===== config.mk =====
export PLATFORM = sky130hd
export DESIGN_NAME = prio_encoder_rr
export DESIGN_NICKNAME = d
export VERILOG_FILES = /design/src/rtl/prio_enc_pkg.sv /design/src/rtl/prio_enc_core.sv /design/src/rtl/prio_encoder_rr.sv
export SDC_FILE = /design/constraint.sdc
export NUM_CORES = 1
export LEC_CHECK = 0
export ABC_AREA = 1
export CORE_MARGIN = 1
export CORE_UTILIZATION = 52
export CTS_CLUSTER_DIAMETER = 120
export DETAILED_ROUTE_END_ITERATION = 7
export PLACE_DENSITY = 0.81
export SYNTH_ARGS = -nofsm -noshare
export SYNTH_HDL_FRONTEND = slang
export SYNTH_SLANG_ARGS = --single-unit

===== constraint.sdc =====
create_clock -name clk -period 4.6 [get_ports clk]
set_input_delay 0.92 -clock clk [delete_from_list [all_inputs] [get_ports clk]]
set_output_delay 0.92 -clock clk [all_outputs]
set_load 0.1 [all_outputs]

===== src/rtl/prio_enc_pkg.sv =====
// Shared definitions for the round-robin priority encoder:
// transaction mode encodings and the pointer decrement-with-wrap helper.
package prio_enc_pkg;

    // in_mode encodings, sampled together with in_req
    localparam logic MODE_FIXED = 1'b0;
    localparam logic MODE_RR    = 1'b1;

    // Step a round-robin pointer one position down, wrapping 0 -> n-1
    function automatic int ptr_dec(input int p, input int n);
        return (p == 0) ? n - 1 : p - 1;
    endfunction

endpackage


===== src/rtl/prio_enc_core.sv =====
// Combinational N-input priority encoder: the highest set index wins.
// none=1 (and idx=0) when no request bit is set.
module prio_enc_core #(
    parameter  int N = 8,
    localparam int W = $clog2(N)
) (
    input  logic [N-1:0] req,
    output logic [W-1:0] idx,
    output logic         none
);

    // Scan upward so the last (highest) set bit overrides earlier ones
    always_comb begin
        // NOTE: defaults assigned before the loop so every path drives both outputs and no latch is inferred.
        idx  = '0;
        none = 1'b1;
        for (int i = 0; i < N; i++) begin
            if (req[i]) begin
                idx  = W'(i);
                none = 1'b0;
            end
        end
    end

endmodule


===== src/rtl/prio_encoder_rr.sv =====
// Priority encoder with fixed or round-robin mode per transaction, a
// registered result and valid/ready handshakes on both sides.
// Round-robin searches ptr, ptr-1, ..., 0, N-1, ..., ptr+1 by rotating
// the request vector so that ptr lands on the top bit, reusing the
// highest-first core, then un-rotating the winning index.
// Optional: define PRIO_ENC_ONEHOT_OUT_EN to add a registered one-hot
// copy of the winner on out_onehot.
module prio_encoder_rr
    import prio_enc_pkg::*;
#(
    parameter  int N = 8,
    localparam int W = $clog2(N)
) (
    input  logic         clk,
    input  logic         rst_n,
    input  logic [N-1:0] in_req,
    input  logic         in_mode,
    input  logic         in_valid,
    output logic         in_ready,
    output logic [W-1:0] out_idx,
    output logic         out_none,
    output logic         out_valid,
    input  logic         out_ready
`ifdef PRIO_ENC_ONEHOT_OUT_EN
    ,
    output logic [N-1:0] out_onehot
`endif
);

    logic [W-1:0] ptr;
    logic [N-1:0] rot_req;
    logic [W-1:0] fix_idx;
    logic         fix_none;
    logic [W-1:0] rot_idx;
    logic         rot_none;
    logic [W-1:0] rr_idx;
    logic [W-1:0] sel_idx;
    logic         sel_none;
    logic         accept;

    // A new transaction can enter whenever the output slot is empty or draining
    assign in_ready = !out_valid || out_ready;
    assign accept   = in_valid && in_ready;

    prio_enc_core #(.N(N)) u_fix (
        .req  (in_req),
        .idx  (fix_idx),
        .none (fix_none)
    );

    // Rotate so rot_req[j] = in_req[(ptr+1+j) mod N]; ptr ends up on the top bit
    always_comb begin
        int k;
        k       = 0;
        rot_req = '0;
        for (int j = 0; j < N; j++) begin
            k = int'(ptr) + j + 1;
            if (k >= N) k = k - N;
            rot_req[j] = in_req[k[W-1:0]];
        end
    end

    prio_enc_core #(.N(N)) u_rot (
        .req  (rot_req),
        .idx  (rot_idx),
        .none (rot_none)
    );

    // Map the rotated winner back to its original request index (mod N)
    always_comb begin
        int s;
        s = int'(rot_idx) + int'(ptr) + 1;
        if (s >= N) s = s - N;
        rr_idx = s[W-1:0];
    end

    // Choose the result for the mode of the current transaction
    always_comb begin
        if (in_mode == MODE_RR) begin
            sel_none = rot_none;
            sel_idx  = rot_none ? '0 : rr_idx;
        end else begin
            sel_none = fix_none;
            sel_idx  = fix_idx;
        end
    end

    // Output register: load on accept, drop valid after an unreplaced handshake
    always_ff @(posedge clk or negedge rst_n) begin
        if (!rst_n) begin
            out_valid <= 1'b0;
            out_idx   <= '0;
            out_none  <= 1'b0;
        end else if (accept) begin
            // NOTE: non-blocking assignments so every register samples pre-edge values.
            out_valid <= 1'b1;
            out_idx   <= sel_idx;
            out_none  <= sel_none;
        end else if (out_ready) begin
            out_valid <= 1'b0;
        end
    end

    // Round-robin pointer moves just below the winner of each accepted RR request
    always_ff @(posedge clk or negedge rst_n) begin
        if (!rst_n) begin
            ptr <= W'(N - 1);
        end else if (accept && (in_mode == MODE_RR) && !rot_none) begin
            ptr <= W'(ptr_dec(int'(rr_idx), N));
        end
    end

`ifdef PRIO_ENC_ONEHOT_OUT_EN
    // One-hot copy of the winner, loaded and held exactly like out_idx
    always_ff @(posedge clk or negedge rst_n) begin
        if (!rst_n) begin
            out_onehot <= '0;
        end else if (accept) begin
            out_onehot <= sel_none ? '0 : (N'(1) << sel_idx);
        end
    end
`endif

endmodule


==> results of run 1 <==
## layout make-up
class / instances / area, sq um / area share, %
inverter: 20 / 75.1 / 5.95
timing repair buffer: 18 / 178 / 14.1
clock buffer: 4 / 26.3 / 2.08
tap: 25 / 31.3 / 2.48
multi-input combinational: 150 / 748 / 59.3
sequential: 8 / 204 / 16.2
## flip-flops by register name (all words and copies together) (netlist names)
name / flops
out_none: 1
out_valid: 1
ptr: 3
out_idx: 3
## per-layer routing
metal	up-vias	GRT usage [%]	wire length [um]
met2	24	49.2	1240
met3	2	2.69	65
met1	519	34.8	1240
li1	627	-	-
met4	0	8.00	10
met5	-	0	0
## cell usage after synthesis
library cell and instances:
inv_1 16, a22oi_1 1, nand3_1 31, buf_6 2
buf_4 1, nand3_4 1, inv_2 4, a21oi_1 7
xnor2_1 1, fa_1 1, o21ai_0 2, o31ai_1 1
dfstp_2 3, dfrtp_1 5, xor2_1 2, ha_1 6
a21boi_0 1, nor2_1 9, o21ai_1 4, nand3b_1 1
nand2_2 5, nor2_2 2, nand2_1 75
## through the flow
| stage | setup WS, ns | util (%) |
|---|---|---|
| 5_1_grt | 0.700 | 69.3 |
| 3_5_place_dp | 0.899 | 67.9 |
| 3_3_place_gp | 0.960 | 67.9 |
| 6_report | 0.964 | 69.3 |
| 4_1_cts | 0.979 | 69.3 |
| 2_1_floorplan | 1.41 | - |
## worst min-delay path, delay by kind of cell (launching register included)
kind,cells,cell delay (ns)
AND/OR/NAND/NOR,2,0.11
flip-flops,1,0.35
## worst max-delay path by stage
| stage | startpoint | slack (ns) | end | depth (start not counted) |
|---|---|---|---|---|
| after detailed placement | in_req[1] | 0.90 | ptr[2] | 18 |
| after floorplan | ptr[0] | 1.41 | ptr[2] | 22 |
| after CTS | ptr[0] | 0.98 | ptr[2] | 21 |
| final | ptr[0] | 0.96 | ptr[2] | 21 |
| after global placement | in_req[1] | 0.96 | ptr[2] | 18 |
| after global routing | ptr[0] | 0.70 | ptr[2] | 21 |
## kinds of logic after synthesis
| group | count (synthesis) | share of synthesized area (%) |
|---|---|---|
| xor+xnor | 3 | 2.49 |
| fa+ha+maj | 7 | 8.99 |
| flops | 8 | 19.3 |
| buf+inv | 23 | 9.94 |
| simple gates | 124 | 51.0 |
| compound gates | 16 | 8.28 |
==> flow_summary_export.csv, run 1 <==
group,metric,value,unit
outcome,run_status,"finished clean",
logic_synthesis,netlist_top_cells_area,"nand2_1, nand3_1, dfrtp_1",
sta,hold_viol,0,
clock_tree,clock_latency,0.25,ns
cells_and_area,final_common_cell,"nand2_1",
setup_path,crit_slowest_cell,"dfstp_2",
clock_tree,cts_buffer_depth,2,
cells_and_area,num-nets-final,221,
worst_hold_path,min_path_type,"reg2reg",
worst_hold_path,min_to,"out_none",
setup_path,path_buf_inv,4,
clock_tree,cts_tree,"built",
global_route,grt_usage,27.4,%
sta,slew_headroom,35.3,%
sta,drv_slew,0,
clock_tree,ctsHoldBuffers,0,
floorplanning,core_area,1820,sq um
logic_synthesis,yosysWarnings,0,
clock_tree,clkSlewWorstSetupHoldPaths,0.06,ns
sta,fin_hold_ws,0.496,ns
route,drt-total-wl,2560,um
floorplanning,die_area,2220,sq um
route,drt-initial-drc-count,28,
global_route,grt_pass1_vias,1057,
clock_tree,cts-resized-gates,0,
cells_and_area,design_area,1260,sq um
floorplanning,io_pins,19,
logic_synthesis,ys_types,23,
global_route,antenna_found_initial,0,
logic_synthesis,syn-cell-area,1060,sq um
global_route,grt_start_max_net_pins,14,
setup_path,r2r-end,"ptr[2]",
floorplanning,die_h,47.1,um
setup_path,required,4.77,ns
job,drv_cap,0,
place,dp_hpwl,2100,um
place,dp_cells,221,
setup_path,path_delay_family,"adder cells",
route,drc,0,
worst_hold_path,holdPathStages,2,
clock_tree,clockRootBuffer,"clkbuf_4",
cells_and_area,drive_gt1_share,9.50,%
clock_tree,cts.sinks,8,
cells_and_area,num_antenna_cells,0,
worst_hold_path,min_from,"out_none",
sta,skew,0.0127,ns
place,gp_congestion,0.841,
route,wire_per_inst,11.4,um
global_route,gr-total-overflow,0,
setup_path,cpMostUsedCell,"nand2_1",
sta,post-route-period-util,79.1,%
route,antenna_left,0,
cells_and_area,areaGrowthSynthToFinish,19.4,%
clock_tree,cts_setup_buffers,0,
setup_path,worstPathMaxFanout,13,
route,avgViaCountPerCell,5.21,
sta,finalSetupViolations,0,
setup_path,crit_path_start_kind,"flop",
cells_and_area,most-common-layout-cells,"nand2_1, nand3_1, clkdlybuf4s50_1, inv_1, nor2_1",
floorplanning,rows,15,
logic_synthesis,synthCells,181,
logic_synthesis,yosysSeqAreaShare,19.3,%
floorplanning,initial_core_util,58.1,%
setup_path,worstPathCellList,"inv_2, ha_1, inv_1, nand2_1, nand2_1, nand2_1, nand2_1, nand2_1, nand2_1, a21boi_0, o21ai_0, a21oi_1, ha_1, fa_1, xor2_1, inv_1, nand3_1, nand2_1, inv_1, ha_1, o21ai_1",
route,vias,1172,
logic_synthesis,synth_top_area_cell,"nand2_1",
sta,min_period,3.64,ns
cells_and_area,fillers,175,
logic_synthesis,syn-num-nets,201,
setup_path,worstPathArrival,3.81,ns
clock_tree,htreeDepth,1,
setup_path,r2r_slack,0.96,ns
sta,clock.fmax,275,MHz
setup_path,end_kind,"flop",
floorplanning,die_w,47.1,um
logic_synthesis,synth_top_area_share,26.6,%
setup_path,reg2reg_from,"ptr[0]",
global_route,grt_pass1_wl,4310,um
logic_synthesis,ys_seq_elements,8,
clock_tree,cts_buffers,3,
route,drtPass1Iterations,4,
cells_and_area,stdcell_count,225,
setup_path,path_class,"reg2reg",
sta,fin_setup_tns,0,ns
place,io_buffers,18,
logic_synthesis,synth_area_per_cell,5.84,sq um
setup_path,r2r_cells,21,
setup_path,cp_slowest_stage_delay,0.67,ns
sta,rsz0062_at_grt,"no",
sta,tightestPinTransition,0.968,ns
place,place_area,1240,sq um
Power of run 1 is not shown: default switching activity piles up to over one toggle a cycle in this logic, so the estimate is an artifact.
==> run 2, diff against run 1 <==
Settings changed: CORE_UTILIZATION 52 to 47, PLACE_DENSITY 0.81 to 0.77.
Clock period 4.6 ns to 3 ns, I/O delays scaled along.
==> run 2 against run 1 <==
Net effect: the flow now finishes with violations (negative setup slack); sequential share of layout area down 2.7 points; first-iteration DRC count up 39%; count of clock-buffer cells in the layout unchanged; die area up 10%; core utilization up 5.1 points.
==> flow_summary_export.csv, run 2 (synthesized netlist as in run 1, its figures left out) <==
group,metric,value,unit
route,drt-total-wl,3050,um
clock_tree,cts.sinks,8,
global_route,grt_pass1_vias,1204,
global_route,grt_start_max_net_pins,12,
floorplanning,die_area,2440,sq um
sta,slew_headroom,73.5,%
route,drtPass1Iterations,4,
cells_and_area,stdcell_count,249,
place,gp_congestion,0.906,
sta,tightestPinTransition,0.396,ns
clock_tree,cts_buffer_depth,2,
place,post-place-ws,-0.348,ns
global_route,antenna_found_initial,0,
setup_path,end_kind,"flop",
worst_hold_path,min_path_type,"reg2reg",
global_route,grt_pass1_wl,4960,um
cells_and_area,num-nets-final,243,
floorplanning,initial_core_util,51.8,%
floorplanning,rows,16,
clock_tree,clkSlewWorstSetupHoldPaths,0.07,ns
place,io_buffers,18,
sta,hold_viol,0,
sta,clock.fmax,327,MHz
setup_path,crit_path_start_kind,"flop",
route,drt-initial-drc-count,39,
worst_hold_path,holdPathStages,2,
floorplanning,core_area,2040,sq um
setup_path,cp.depth,21,
floorplanning,die_h,49.4,um
route,vias,1287,
cells_and_area,areaGrowthSynthToFinish,43.8,%
floorplanning,die_w,49.4,um
clock_tree,cts_buffers,3,
setup_path,path_delay_family,"adder cells",
route,drc,0,
route,antenna_left,0,
setup_path,worstPathArrival,3.25,ns
sta,drv_slew,0,
cells_and_area,utilization,74.4,%
setup_path,r2r_cells,21,
sta,finalSetupViolations,3,
cells_and_area,num_antenna_cells,0,
cells_and_area,most-common-layout-cells,"nand2_1, nand3_1, buf_4, inv_1",
setup_path,cp_slowest_stage_delay,0.56,ns
job,drv_cap,0,
place,dp_cells,239,
global_route,grt_usage,26.4,%
cells_and_area,final_common_cell,"nand2_1",
route,avgViaCountPerCell,5.17,
sta,skew,0.00859,ns
setup_path,required,3.19,ns
sta,fin_setup_tns,-0.0894,ns
setup_path,path_buf_inv,4,
clock_tree,clockRootBuffer,"clkbuf_4",
setup_path,worstPathCellList,"clkinvlp_4, ha_4, inv_4, nand2_2, nand2_2, nand2_1, nand2_1, nand2_1, nand2_1, a21boi_1, o21ai_1, a21oi_1, ha_2, fa_2, xor2_2, inv_1, nand3_2, nand2_2, inv_2, ha_4, o21ai_2",
route,wire_per_inst,12.3,um
clock_tree,clock_latency,0.27,ns
cells_and_area,drive_gt1_share,30.2,%
global_route,gr-total-overflow,0,
sta,rsz0062_at_grt,"yes",
place,dp_hpwl,2320,um
sta,setup_slack,-0.0623,ns
clock_tree,cts_tree,"built",
outcome,violations,"negative setup slack",
setup_path,worstPathMaxFanout,6,
sta,min_period,3.06,ns
setup_path,cpMostUsedCell,"nand2_1",
sta,post-route-period-util,102,%
clock_tree,htreeDepth,1,
floorplanning,io_pins,19,
cells_and_area,reg.largest.list,"out_idx (3), ptr (3)",
outcome,run_status,"finished, violations left",
setup_path,r2r_slack,-0.06,ns
setup_path,crit_slowest_cell,"dfstp_2",
setup_path,path_class,"reg2reg",
==> run 2: area by class of cell <==
cell class	instances	area (sq um)
inverter	20	81.3
timing repair buffer	40	334
clock buffer	4	26.3
multi-input combinational	150	841
tap	27	33.8
sequential	8	204
fill	176	522
==> run 2: through the flow <==
| stage | area [sq um] | hold WS [ns] |
|---|---|---|
| after floorplan | 1070 | 0.304 |
| after global placement | 1360 | 0.475 |
| after detailed placement | 1360 | 0.469 |
| after CTS | 1430 | 0.496 |
| after global routing | 1520 | 0.559 |
| final | 1520 | 0.497 |
==> run 2: timing repair <==
item	in CTS	in global routing
setup endpoints to repair	2	4
hold buffers	0	0
gates resized for setup	10	14
pin swaps	2	4
setup buffers	1	5
==> run 2: layer usage <==
| metal | up-vias | track usage, % | share of wire (%) |
|---|---|---|---|
| li1 | 659 | - | - |
| met1 | 591 | 33.1 | 45 |
| met2 | 33 | 47.5 | 50 |
| met3 | 4 | 1.25 | 3.2 |
| met4 | 0 | 9.52 | 1.8 |
| met5 | - | 0 | 0 |
==> run 2: worst reg2reg max path: cells and delay by family, from the launching register on <==
kind / cells / cell delay, ns
xor gates and xnor gates: 1 / 0.16
buffers and inverters: 4 / 0.34
DFF: 1 / 0.56
adders and majority gates: 4 / 0.99
AOI/OAI and AO/OA: 4 / 0.36
and+or+nand+nor: 8 / 0.57
==> run 2: final timing paths <==
kind                           from       end
setup reg to reg             ptr[1]    ptr[2]
hold / removal             out_none  out_none
min in group asynchronous     rst_n  out_none
hold reg to reg            out_none  out_none
max in group asynchronous     rst_n    ptr[1]
setup / recovery             ptr[1]    ptr[2]
Power of run 2 is left out for the same reason.
